### src/rtl/myrisc16_loader.sv
// Boot loader for myrisc16: turns a framed byte stream into memory word writes, then releases the core.
// Build option: define MYRISC16_LOADER_CHECKSUM_EN to add the trailing checksum check and the ERR state.
module myrisc16_loader #(
   parameter logic [7:0] MAGIC  = 8'hA5,
   parameter int         ADDR_W = 16
) (
   input  logic              clk,
   input  logic              rstn,
   input  logic              in_valid,
   input  logic [7:0]        in_data,
   output logic              in_ready,
   output logic              mem_we,
   output logic [ADDR_W-1:0] mem_addr,
   output logic [15:0]       mem_wdata,
   output logic              cpu_rstn,
   output logic              done,
   output logic              error
);

`ifdef MYRISC16_LOADER_CHECKSUM_EN
   typedef enum logic [3:0] {
      S_IDLE, S_ADDR_H, S_ADDR_L, S_CNT_H, S_CNT_L, S_DATA_H, S_DATA_L,
      S_CSUM_H, S_CSUM_L, S_FINISH, S_RUN, S_ERR
   } state_t;
`else
   typedef enum logic [3:0] {
      S_IDLE, S_ADDR_H, S_ADDR_L, S_CNT_H, S_CNT_L, S_DATA_H, S_DATA_L,
      S_FINISH, S_RUN
   } state_t;
`endif

   state_t              r_state, w_next, w_end;
   logic [ADDR_W-1:0]   r_addr;
   logic [15:0]         r_cnt;
   logic [7:0]          r_hi;
   logic                r_we;
   logic [ADDR_W-1:0]   r_maddr;
   logic [15:0]         r_wdata;
   logic                w_acc;
   logic [15:0]         w_cnt_new;
   logic [15:0]         w_word;
`ifdef MYRISC16_LOADER_CHECKSUM_EN
   logic [15:0]         r_sum;
   logic [7:0]          r_csum_hi;
`endif

   assign w_acc     = in_valid && in_ready;
   assign w_cnt_new = {r_cnt[15:8], in_data};
   assign w_word    = {r_hi, in_data};

`ifdef MYRISC16_LOADER_CHECKSUM_EN
   assign w_end    = S_CSUM_H;
   assign in_ready = !(r_state == S_FINISH || r_state == S_RUN || r_state == S_ERR);
   assign error    = (r_state == S_ERR);
`else
   assign w_end    = S_FINISH;
   assign in_ready = !(r_state == S_FINISH || r_state == S_RUN);
   assign error    = 1'b0;
`endif

   // The core is released only once the final write has had its FINISH cycle.
   assign cpu_rstn  = (r_state == S_RUN);
   assign done      = (r_state == S_RUN);
   assign mem_we    = r_we;
   assign mem_addr  = r_maddr;
   assign mem_wdata = r_wdata;

   always_ff @(posedge clk) begin
      if (!rstn) r_state <= S_IDLE;
      else       r_state <= w_next;
   end

   always_comb begin
      w_next = r_state;
      case (r_state)
         S_IDLE:   if (w_acc && in_data == MAGIC) w_next = S_ADDR_H;
         S_ADDR_H: if (w_acc) w_next = S_ADDR_L;
         S_ADDR_L: if (w_acc) w_next = S_CNT_H;
         S_CNT_H:  if (w_acc) w_next = S_CNT_L;
         S_CNT_L:  if (w_acc) w_next = (w_cnt_new == 16'd0) ? w_end : S_DATA_H;
         S_DATA_H: if (w_acc) w_next = S_DATA_L;
         S_DATA_L: if (w_acc) w_next = (r_cnt == 16'd1) ? w_end : S_DATA_H;
`ifdef MYRISC16_LOADER_CHECKSUM_EN
         S_CSUM_H: if (w_acc) w_next = S_CSUM_L;
         S_CSUM_L: if (w_acc) w_next = ({r_csum_hi, in_data} == r_sum) ? S_FINISH : S_ERR;
         S_ERR:    w_next = S_ERR;
`endif
         S_FINISH: w_next = S_RUN;
         S_RUN:    w_next = S_RUN;
         default:  w_next = S_IDLE;
      endcase
   end

   always_ff @(posedge clk) begin
      if (!rstn) begin
         r_addr    <= '0;
         r_cnt     <= '0;
         r_hi      <= '0;
         r_we      <= 1'b0;
         r_maddr   <= '0;
         r_wdata   <= '0;
`ifdef MYRISC16_LOADER_CHECKSUM_EN
         r_sum     <= '0;
         r_csum_hi <= '0;
`endif
      end else begin
         r_we <= 1'b0;
`ifdef MYRISC16_LOADER_CHECKSUM_EN
         if (r_state == S_IDLE) r_sum <= '0;
`endif
         if (w_acc) begin
            case (r_state)
               S_ADDR_H: r_addr[ADDR_W-1:8] <= in_data;
               S_ADDR_L: r_addr[7:0]        <= in_data;
               S_CNT_H:  r_cnt[15:8]        <= in_data;
               S_CNT_L:  r_cnt[7:0]         <= in_data;
               S_DATA_H: r_hi               <= in_data;
               S_DATA_L: begin
                  r_we    <= 1'b1;
                  r_maddr <= r_addr;
                  r_wdata <= w_word;
                  r_addr  <= r_addr + ADDR_W'(1);
                  r_cnt   <= r_cnt - 16'd1;
`ifdef MYRISC16_LOADER_CHECKSUM_EN
                  r_sum   <= r_sum + w_word;
`endif
               end
`ifdef MYRISC16_LOADER_CHECKSUM_EN
               S_CSUM_H: r_csum_hi <= in_data;
`endif
               default: ;
            endcase
         end
      end
   end

endmodule

### config.mk
export PLATFORM = sky130hd
export DESIGN_NAME = myrisc16_loader
export DESIGN_NICKNAME = d
export VERILOG_FILES = /design/src/rtl/myrisc16_loader.sv
export SDC_FILE = /design/constraint.sdc
export NUM_CORES = 1
export LEC_CHECK = 0
export CORE_ASPECT_RATIO = 1.4
export CORE_MARGIN = 2
export CORE_UTILIZATION = 65
export CTS_BUF_LIST = sky130_fd_sc_hd__clkbuf_4
export CTS_CLUSTER_DIAMETER = 60
export DETAILED_ROUTE_END_ITERATION = 8
export DONT_BUFFER_PORTS = 1
export GPL_ROUTABILITY_DRIVEN = 0
export GPL_TIMING_DRIVEN = 0
export PLACE_DENSITY = 0.81
export SLEW_MARGIN = 10
export SYNTH_ARGS = -nofsm -noshare
export SYNTH_HDL_FRONTEND = slang
export SYNTH_SLANG_ARGS = --single-unit
### constraint.sdc
create_clock -name clk -period 2.5 [get_ports clk]
set_input_delay 0.5 -clock clk [delete_from_list [all_inputs] [get_ports clk]]
set_output_delay 0.5 -clock clk [all_outputs]
set_load 0.02 [all_outputs]
==> results of run 1 <==
-- sequential cells by signal, indices dropped and copies added, names as in the netlist --
| signal | cells |
|---|---|
| mem_wdata | 16 |
| r_cnt | 16 |
| mem_addr | 16 |
| r_addr | 16 |
| r_hi | 8 |
| r_state | 4 |
| mem_we | 1 |
-- final timing paths --
kind	endpoint	cells after the start	startpoint	slack, ps
setup / recovery	done	3	r_state[1]	140
hold / removal	mem_wdata[2]	2	in_data[2]	170
setup reg to reg	r_addr[0]	7	r_state[0]	290
hold reg to reg	mem_wdata[11]	2	r_hi[3]	460
-- cells in the mapped netlist, types with 6 or more instances --
master	n
inv_1	8
nand2_1	90
clkbuf_1	25
o221a_2	6
buf_2	7
a31oi_1	9
nand3_1	13
nor2_1	35
a21oi_1	60
dfxtp_1	77
nor4_1	8
mux2i_1	11
nor3_1	12
o21ai_0	22
-- cells by family (layout without fill, tap and decap cells) --
kind of cell    after synthesis  count (layout)  share of synthesized area
simple gates                207             207                     0.2675
compound gates              134             134                     0.2247
flops                        77              77                     0.4084
buf+inv                      47              62                    0.05403
mux                          12              12                    0.03215
fa+ha+maj                     3               3                   0.009945
other cells                   1               2                  0.0009934
xor+xnor                      1               1                   0.002321
-- repair_timing --
action,4_1_cts,5_1_grt
pin swaps,0,0
gates cloned,0,0
resized for setup,2,3
buffers inserted,0,0
endpoints found under the setup margin,3,2
-- final cells by class --
type / count / area share
Sequential cell: 77 / 0.3867
Clock buffer: 9 / 0.01695
Multi-Input combinational cell: 358 / 0.5151
Buffer: 38 / 0.04300
Clock inverter: 6 / 0.007847
Inverter: 9 / 0.008475
Antenna cell: 1 / 0.0006277
Tap cell: 68 / 0.02134
-- metrics by stage --
stage                 util  hold WS, ps  power (mW)  cells
floorplan                -        431.6       1.299    482
global placement    0.6936        440.2       1.317    550
detailed placement  0.6936        447.7       1.317    550
CTS                 0.7140        172.0       1.906    565
global route        0.7163        160.6       1.967    566
finish              0.7163        172.1       1.904    566
-- power by group --
part | internal, mW | switching [mW]
Clock | 0.187 | 0.425
Combinational | 0.0194 | 0.0457
Sequential | 1.23 | 0.000137
-- per-layer routing --
metal | GRT usage | vias up
met2 | 0.5272 | 194
met3 | 0.08153 | 52
met5 | 0 | -
met4 | 0.2283 | 0
met1 | 0.4266 | 1727
li1 | - | 1765
==> impl_results.md, run 1 <==
- CP Cell Sequence: clkbuf_1 > nor4_4 > buf_4
- Core area: 5565 um2
- Top delay family on crit path: simple AND/OR/NAND/NOR gates
- Highest Signal Layer: met4
- IO Pins: between 40 and 50
- WL met1: 4024 um
- Initial core utilization: 0.6783
- Power per cell area: between 400 and 500 nW/um2
- Largest net degree at the start of global routing: 13
- Commonest non-fill, non-tap cells in the layout: nand2_1 (90), dfxtp_1 (77), a21oi_1 (60), nor2_1 (34), clkbuf_1 (25)
- 1st-pass router iterations: 5
- Pre-CTS setup slack: 33.89 ps
- Mapped Area: 3775 um2
- Via count: 3738
- CTS tree: done
- Worst Tran Pin Value: 694.4 ps
- Clock Tree Buf Depth: 2
- Worst Path Arrival: 1860 ps
- Design area: 3986 um2
- Multi-input combinational cell area: around 2100 um2
- Worst slew margin: 0.5328
- CP startpoint kind: flip-flop
- P&R area growth vs syn: 5.602%
- Yosys warns: 0
- Wire length after detailed routing: 10440 um
- Clock sink total: between 70 and 80
- Max_cap viols: 0
- Worst EP required: 2000 ps
- Syn_area_per_cell: 7.832 um2
- Top_reg_cell synth: dfxtp_1
- Post-route ant nets: 0
- Drt via density: 6.604
- Async set-or-reset flop fraction in the synthesized netlist: 0
- Nets@finish: about 510
- Clk root buf: clkbuf_4
- Post-CTS Hold Buffers: 0
- Antenna violations before repair: 1
- Static leakage: 1.351 nW
- Fin Setup TNS: 0 ps
- DP HPWL: 7365 um
- Worst hold path type: in -> reg
- Fin worst setup slack: 140.5 ps
- Synth area leaders: dfxtp_1 (41%), nand2_1 (8.9%), a21oi_1 (8.0%)
- Worst setup EP type: output port
- Min Tclk post-route: between 2000 and 2500 ps
- Worst Path Buf+Inv: 2
- Yosys reg bits: between 70 and 80
- Most common cell after layout, fill and taps aside: nand2_1
- CTS clk-pin slew, worst paths: 130 ps
- Highest attainable clock frequency: approximately 420 MHz
- Top cell type's share of synthesized area: 0.4084
- CTS buffer count: 9
- Synth cell types: 61
- RSZ-0062 raised after global routing: false
- Final Hold Viols: 0
- DIE AREA: approximately 6400 um2
- Die Height: 94.17 um
- # setup viols final: 0
- Met3 WL: 813 um
- Status: finished, final reports clean
- GRT Resource Usage Total: 0.3475
- Vias in the first global route: around 3300
- Clk_skew: 19.89 ps
- DR iter-0 viols: 314
- Mapped Cells: 482
- Share of layout cells above drive strength 1: 0.08249
- Register area share after synthesis: 0.4084
- Final Slew Violations: 0
- Peak supply drop: 0.2697 mV
- CP max FO: 10
- Layout fillers: approximately 470
- Area leader, netlist: dfxtp_1
- Tcrit/Tclk final: 0.9438
- Area post-placement: slightly below 4000 um2
- Crit Path Category: reg -> out
- Die X: 68.41 um
- Syn nets: 496
- Max stage delay on crit path: 540 ps
- Drt wl/cell: approximately 18 um
- IO buf count: 0
- Met2 wire length: 5054 um
- First-pass GRT wire length: about 16000 um
- DRC: 0
- FP Rows: 32
- Worst-Skew Late Latency: 450 ps
- GRT overflow: 0
- Register area: 1541 um2
- EDFF count, synth: 0
- Slowest stage cell, crit path: nor4_4
- Htree depth: 3
(Power assumes the default switching activity.)
==> run 2: changes to the inputs <==
==> constraint.sdc (replaced) <==
create_clock -name clk -period 2.7 [get_ports clk]
set_input_delay 0.54 -clock clk [delete_from_list [all_inputs] [get_ports clk]]
set_output_delay 0.54 -clock clk [all_outputs]
set_load 0.02 [all_outputs]
==> run 2 against run 1 <==
Via count grew 0.19%. Clock skew shrank 7.1 ps. Non-clock buffer count is the same. First-iteration DRC count shrank 1.6%. Power shrank 7.7%. Sequential cell count is the same. Setup slack lost 2.3 ps. Global-route usage shrank 0.073 points. Core utilization shrank 0.22 points. Count of clock-buffer cells in the layout is the same.
==> impl_results.md, run 2 (same netlist as run 1, synthesis figures left out) <==
- # setup viols final: 0
- Worst hold path type: in -> reg
- Via count: 3745
- Layout Cells excl Fill: 566
- P&R area growth vs syn: 5.270%
- GRT overflow: 0
- Clk_skew: 12.80 ps
- Worst Tran Pin Value: 900.0 ps
- Clock Tree Buf Depth: 2
- Tcrit/Tclk final: 0.9488
- Path depth of the worst reg2reg path: 7
- Min Tclk post-route: 2562 ps
- CP max FO: 10
- Initial core utilization: 0.6783
- GRT Resource Usage Total: 0.3468
- Wire length after detailed routing: 10360 um
- CP startpoint kind: flip-flop
- Drt via density: 6.617
- CTS buffer count: 9
- IO Pins: 48
- Clock sink total: 77
- Highest attainable clock frequency: 390.3 MHz
- Worst setup EP type: output port
- Static leakage: 1.347 nW
- Layout fillers: 473
- Core area: 5565 um2
- Drt wl/cell: 18.31 um
- DP HPWL: approximately 7400 um
- Share of layout cells above drive strength 1: 0.07847
- Worst slew margin: 0.3978
- Design area: 3974 um2
- Largest net degree at the start of global routing: 13
- Final Hold Viols: 0
- DIE AREA: 6442 um2
- Vias in the first global route: 3332
- Clk root buf: clkbuf_4
- Most common cell after layout, fill and taps aside: nand2_1
- Commonest non-fill, non-tap cells in the layout: nand2_1 (90), dfxtp_1 (77), a21oi_1 (60), nor2_1 (35), clkbuf_1 (25)
- Peak supply drop: 0.2486 mV
- Area post-placement: 3860 um2
- Placed cell count: 550
- Max_cap viols: 0
- Nets@finish: just over 500
- Worst Path Arrival: a little over 2000 ps
- Die Height: ~94 um
- Worst-Skew Late Latency: 440 ps
- Die X: 68.41 um
- Crit Path Category: reg -> out
- Htree depth: 3
- IO buf count: 0
- Fin worst setup slack: between 100 and 150 ps
- Multi-input combinational cell area: between 2000 and 2500 um2
- Pre-CTS setup slack: 193.9 ps
- DRC: 0
- Worst EP required: between 2000 and 2500 ps
- RSZ-0062 raised after global routing: false
- 1st-pass router iterations: 5
- Post-route ant nets: 0
- Final core utilization: 0.7140
- CTS tree: done
- Power per cell area: ~440 nW/um2
- Register area: around 1500 um2
- Status: finished, final reports clean
- First-pass GRT wire length: 16450 um
- Final Slew Violations: 0
- FP Rows: 32
- Antenna violations before repair: 1
- CTS clk-pin slew, worst paths: about 120 ps
- DR iter-0 viols: 309
- Fin Setup TNS: 0 ps
- Hold path depth: 2
-- run 2: metal layers --
metal,global-route usage,vias up,share of wire
li1,-,1762,-
met1,0.4214,1736,0.38
met2,0.5304,196,0.48
met3,0.08153,51,0.082
met4,0.2283,0,0.055
met5,0,-,0
-- run 2: stage by stage --
| stage | hold WS, ps | power [mW] |
|---|---|---|
| 3_5_place_dp | 447.7 | 1.219 |
| 2_1_floorplan | 431.6 | 1.202 |
| 3_3_place_gp | 440.2 | 1.219 |
| 5_1_grt | 200.6 | 1.819 |
| 4_1_cts | 212.0 | 1.764 |
| 6_report | 218.8 | 1.756 |
-- run 2: what timing repair did --
action	4_1_cts	5_1_grt
endpoints found under the setup margin	2	1
hold buffers	0	0
resized for setup	1	1
setup buffers	0	0
-- run 2: cell type report --
cell class	count	area share
Clock buffer	9	0.01700
Buffer	38	0.04282
Antenna cell	1	0.0006297
Multi-Input combinational cell	358	0.5139
Tap cell	68	0.02141
Inverter	9	0.008501
Clock inverter	6	0.007872
Sequential cell	77	0.3879
-- run 2: power breakdown --
group	internal (mW)	total, mW	switching (mW)
clock network	0.173	0.561	0.388
logic	0.0180	0.0600	0.0420
registers	1.14	1.14	0.000126
total	1.33	1.76	0.430
-- run 2: worst max-delay path, stage by stage, from the launching register on --
cell	delay, ps
dfxtp_1	380
clkbuf_1	240
nor4_2	700
buf_4	260
-- run 2: worst paths after layout --
check / from / to / slack [ps]
worst min-delay path: in_data[4] / mem_wdata[4] / 220
worst min register to register: r_hi[3] / mem_wdata[11] / 460
worst max-delay path: r_state[1] / done / 140
worst max register to register: r_state[0] / mem_wdata[10] / 290
